[src/rtl/shift_delay_line.sv]
// Parametrised WIDTH x DEPTH delay line. It provides a stall enable, a flush, per-stage valid bits,
// a runtime output tap select, an occupancy counter and a full-tap export.
module shift_delay_line #(
  parameter int WIDTH = 1,
  parameter int DEPTH = 3,
  parameter int SELW  = $clog2(DEPTH + 1)
) (
  input  logic                   clk,
  input  logic                   rst,
  input  logic                   en,
  input  logic                   flush,
  input  logic [WIDTH-1:0]       d,
  input  logic                   d_valid,
  input  logic [SELW-1:0]        dly_sel,
  output logic [WIDTH-1:0]       q,
  output logic                   q_valid,
  output logic [WIDTH*DEPTH-1:0] taps,
  output logic [SELW-1:0]        occ,
  output logic                   full,
  output logic                   sel_err
);

  logic [WIDTH-1:0] stg_q [DEPTH];
  logic [WIDTH-1:0] stg_d [DEPTH];
  logic [DEPTH-1:0] vld_q, vld_d;
  logic [SELW-1:0]  occ_q, occ_d;
  logic             sel_ok;

  always_comb begin
    for (int i = 0; i < DEPTH; i++) stg_d[i] = stg_q[i];
    vld_d = vld_q;
    occ_d = occ_q;
    if (flush) begin
      for (int i = 0; i < DEPTH; i++) stg_d[i] = '0;
      vld_d = '0;
      occ_d = '0;
    end else if (en) begin
      stg_d[0] = d;
      for (int i = 1; i < DEPTH; i++) stg_d[i] = stg_q[i-1];
      vld_d = {vld_q[DEPTH-2:0], d_valid};
      // A sample entering while the last stage drops a valid leaves the count unchanged.
      if (d_valid && !vld_q[DEPTH-1])      occ_d = occ_q + SELW'(1);
      else if (!d_valid && vld_q[DEPTH-1]) occ_d = occ_q - SELW'(1);
    end
  end

  always_ff @(posedge clk) begin
    if (rst) begin
      for (int i = 0; i < DEPTH; i++) stg_q[i] <= '0;
      vld_q <= '0;
      occ_q <= '0;
    end else begin
      for (int i = 0; i < DEPTH; i++) stg_q[i] <= stg_d[i];
      vld_q <= vld_d;
      occ_q <= occ_d;
    end
  end

  // Out-of-range selects fall back to the deepest tap.
  always_comb begin
    q       = stg_q[DEPTH-1];
    q_valid = vld_q[DEPTH-1];
    sel_ok  = 1'b0;
    for (int k = 1; k <= DEPTH; k++) begin
      if (dly_sel == SELW'(k)) begin
        q       = stg_q[k-1];
        q_valid = vld_q[k-1];
        sel_ok  = 1'b1;
      end
    end
  end

  for (genvar i = 0; i < DEPTH; i++) begin : g_taps
    assign taps[i*WIDTH +: WIDTH] = stg_q[i];
  end

  assign occ     = occ_q;
  assign full    = (occ_q == SELW'(DEPTH));
  assign sel_err = !sel_ok;

`ifndef SYNTHESIS
  always @(posedge clk) begin
    if (!rst) assert (int'(occ_q) == $countones(vld_q))
      else $error("occ %0d disagrees with valid bits %b", occ_q, vld_q);
  end
`endif

endmodule

[config.mk]
export PLATFORM = sky130hd
export DESIGN_NAME = shift_delay_line
export DESIGN_NICKNAME = d
export VERILOG_FILES = /design/src/rtl/shift_delay_line.sv
export SDC_FILE = /design/constraint.sdc
export NUM_CORES = 1
export LEC_CHECK = 0
export BUFFER_PORTS_ARGS = -buffer_cell sky130_fd_sc_hd__buf_2
export CAP_MARGIN = 20
export CORE_AREA = 2 2 39 41
export CTS_BUF_LIST = sky130_fd_sc_hd__clkbuf_8
export DETAILED_ROUTE_END_ITERATION = 8
export DIE_AREA = 0 0 41 43
export PLACE_DENSITY = 0.63
export SYNTH_ARGS = -nofsm -noshare
export SYNTH_HDL_FRONTEND = slang
export SYNTH_SLANG_ARGS = --single-unit
[constraint.sdc]
create_clock -name clk -period 1.84 [get_ports clk]
set_clock_uncertainty 0.2 [all_clocks]
set_input_delay 0.276 -clock clk [delete_from_list [all_inputs] [get_ports clk]]
set_output_delay 0.276 -clock clk [all_outputs]
set_load 0.005 [all_outputs]
==> impl_metrics.py <==
metrics = {
    "power_and_ir_drop": {
        "p_leak_nw": 0.2417,
        "power.density_nw_per_um2": 834.6,
        "ir_drop_v": 0.0002897,
    },
    "critical_path": {
        "rrSetupSlack_ps": 390,
        "startpoint_type": "flop",
        "crit_slowest_cell": "dfxtp_1",
        "critPathRequiredTime_ps": 1750,
        "cp.arrival_ps": 1370,
        "worst-path-buf-inv": 1,
        "cp_max_fo": 3,
        "path_class": "reg2reg",
        "cp_cell_sequence": "inv_1, ha_1, and2b_4, a211oi_2, a31o_1",
        "slowest_delay_ps": 310,
        "worstSetupEndpointType": "flop",
        "cp_top_family": "flip-flops",
    },
    "routing": {
        "dr.pass1.iters": 1,
        "first_iter_violations": 0,
        "drc": 0,
        "wire_per_inst_um": 9.827,
        "postRouteAntennaNets": 0,
        "avgViaCountPerCell": 4.413,
        "wl_um": 737,
        "dr_total_vias": 331,
    },
    "hold_path": {
        "hp-class": "in2reg",
    },
    "die": {
        "io_pins": 17,
        "core_area_um2": 1384,
        "chipHeight_um": 43,
        "die_x_um": 41,
        "rows": 14,
        "die_area_um2": 1763,
        "initial_utilization_pct": 28.84,
    },
    "clocking": {
        "tritoncts": "yes",
        "post_cts_buffers": 0,
        "insertion_delay_ps": 220,
        "cts.path.max_buffers": 2,
        "hold_buffers": 0,
        "cts_buffers": 3,
        "clk_pin_slew_ps": 40,
        "clockRootBuffer": "clkbuf_8",
        "clock-sinks": 8,
        "cts_resized": 0,
        "ctsHtreeMaxLevel": 1,
    },
    "sta": {
        "setup_viol": 0,
        "final_hold_viol_count": 0,
        "drv_slew": 0,
        "fin_setup_tns_ps": 0,
        "slew_headroom_pct": 79.89,
        "fmax_ghz": 0.6879,
        "worst_pin_slew_ps": 301.6,
        "finalCritPeriodShare_pct": 79.01,
        "grt_setup_unrepaired": "false",
        "fin_crit_ps": 1454,
    },
    "placed_design": {
        "gp_congestion": 0.5998,
        "dp_hpwl_um": 585.6,
        "port_buffers": 16,
    },
    "global_routing": {
        "grt_antenna_before_repair": 0,
        "grt_max_degree": 10,
        "grtUsageTotal_pct": 10.90,
        "grt_pass1_vias": 307,
        "grt_pass1_wl_um": 1179,
        "grt_overflow": 0,
    },
    "layout": {
        "final_util_pct": 37.43,
        "nets": 70,
        "diodes": 0,
        "drive_above_1_share_pct": 35.59,
        "area_growth_pct": 29.78,
    },
    "synthesis": {
        "syn_area_um2": 399.1,
        "synth_cell_types": 15,
        "synth_cells": 42,
        "synthesis.nets": 51,
        "ys_warn_count": 0,
        "avgSynthCellArea_um2": 9.503,
        "synth_seq_cells": 8,
        "synth_seq_area_share_pct": 40.13,
    },
    "status": {
        "outcome": "finished clean",
    },
    "job": {
        "cap_violations": 0,
    },
}
## report_power, final
| group | internal (W) | switching, W |
|---|---|---|
| Clock | 0.000141 | 0.0000634 |
| Sequential | 0.000178 | 0.00000324 |
| Combinational | 0.0000246 | 0.0000222 |
## area by class of cell
class / instances / area (um^2)
Multi-Input combinational cell: 29 / 205.2
Inverter: 3 / 11.26
Sequential cell: 8 / 160.2
Fill cell: 155 / 865.8
Tap cell: 16 / 20.02
Timing Repair Buffer: 16 / 80.08
Clock buffer: 3 / 41.29
## per-layer routing
| layer | global-route usage, % | up-vias | part of all wire (%) |
|---|---|---|---|
| met5 | 0 | - | 0 |
| met4 | 14.00 | 0 | 4.9 |
| met3 | 3.141 | 4 | 4.3 |
| met2 | 14.69 | 9 | 49 |
| met1 | 11.11 | 142 | 41 |
| li1 | - | 176 | - |
## metrics by stage
stage               hold slack, ps  std cells  cell area, um^2  setup slack (ps)  total power (W)
floorplan                    223.2         42            399.1             445.9        0.0002169
global placement             275.6         72            476.7             380.0        0.0002304
detailed placement           305.1         72            476.7             346.8        0.0002308
CTS                          87.99         75            518.0             375.7        0.0004377
global route                 117.9         75            518.0             316.1        0.0004509
finish                       87.36         75            518.0             386.2        0.0004323
## synth_stat cells (all sizes together)
library cell | count | area, um^2
xnor2 | 2 | 17.52
and2b | 1 | 10.01
nor2 | 9 | 33.78
o22ai | 2 | 12.51
nand2b | 2 | 12.51
a31oi | 2 | 12.51
a211oi | 1 | 12.51
a31o | 1 | 8.760
and2 | 1 | 6.260
dfxtp | 8 | 160.2
inv | 3 | 11.26
mux2i | 6 | 60.06
buf | 2 | 22.52
or2 | 1 | 6.260
ha | 1 | 12.51
## cell families (layout without fill, tap and decap cells)
logic type / count (synthesis) / count (layout) / synth area share (%)
muxes: 6 / 6 / 15.05
AOI/OAI and AO/OA: 6 / 6 / 11.60
DFF: 8 / 8 / 40.12
xor gates and xnor gates: 2 / 2 / 4.390
and+or+nand+nor: 14 / 14 / 17.24
buffers and inverters: 5 / 22 / 8.463
adders and majority gates: 1 / 1 / 3.134
## path summary, 6_finish.rpt
kind / startpoint / end / cells after the start
worst max register to register: vld_q[2] / occ[1] / 5
worst min-delay path: d / stg_q[0][0] / 3
worst min register to register: vld_q[2] / vld_q[2] / 2
worst max-delay path: vld_q[2] / occ[1] / 5
## cells in the final DEF (no fill, tap or decap)
cell,netlist,final
nor2_1,9,9
xnor2_1,2,2
clkbuf_8,0,3
inv_1,3,3
ha_1,1,1
nand2b_1,2,2
a31o_1,1,1
or2_1,1,1
dfxtp_1,8,8
o22ai_1,2,2
a31oi_1,2,2
and2_1,1,1
a211oi_2,1,1
and2b_4,1,1
mux2i_1,6,6
buf_2,0,16
## flip-flops by register name, indices dropped and copies added (netlist names)
register and cells:
stg_q 3, occ 2, vld_q 3
## tightest hold or removal path, delay by kind of cell
kind,cells,cell delay [ps]
muxes,1,50
and+or+nand+nor,1,70
buffers and inverters,1,80
(Power assumes the default switching activity.)
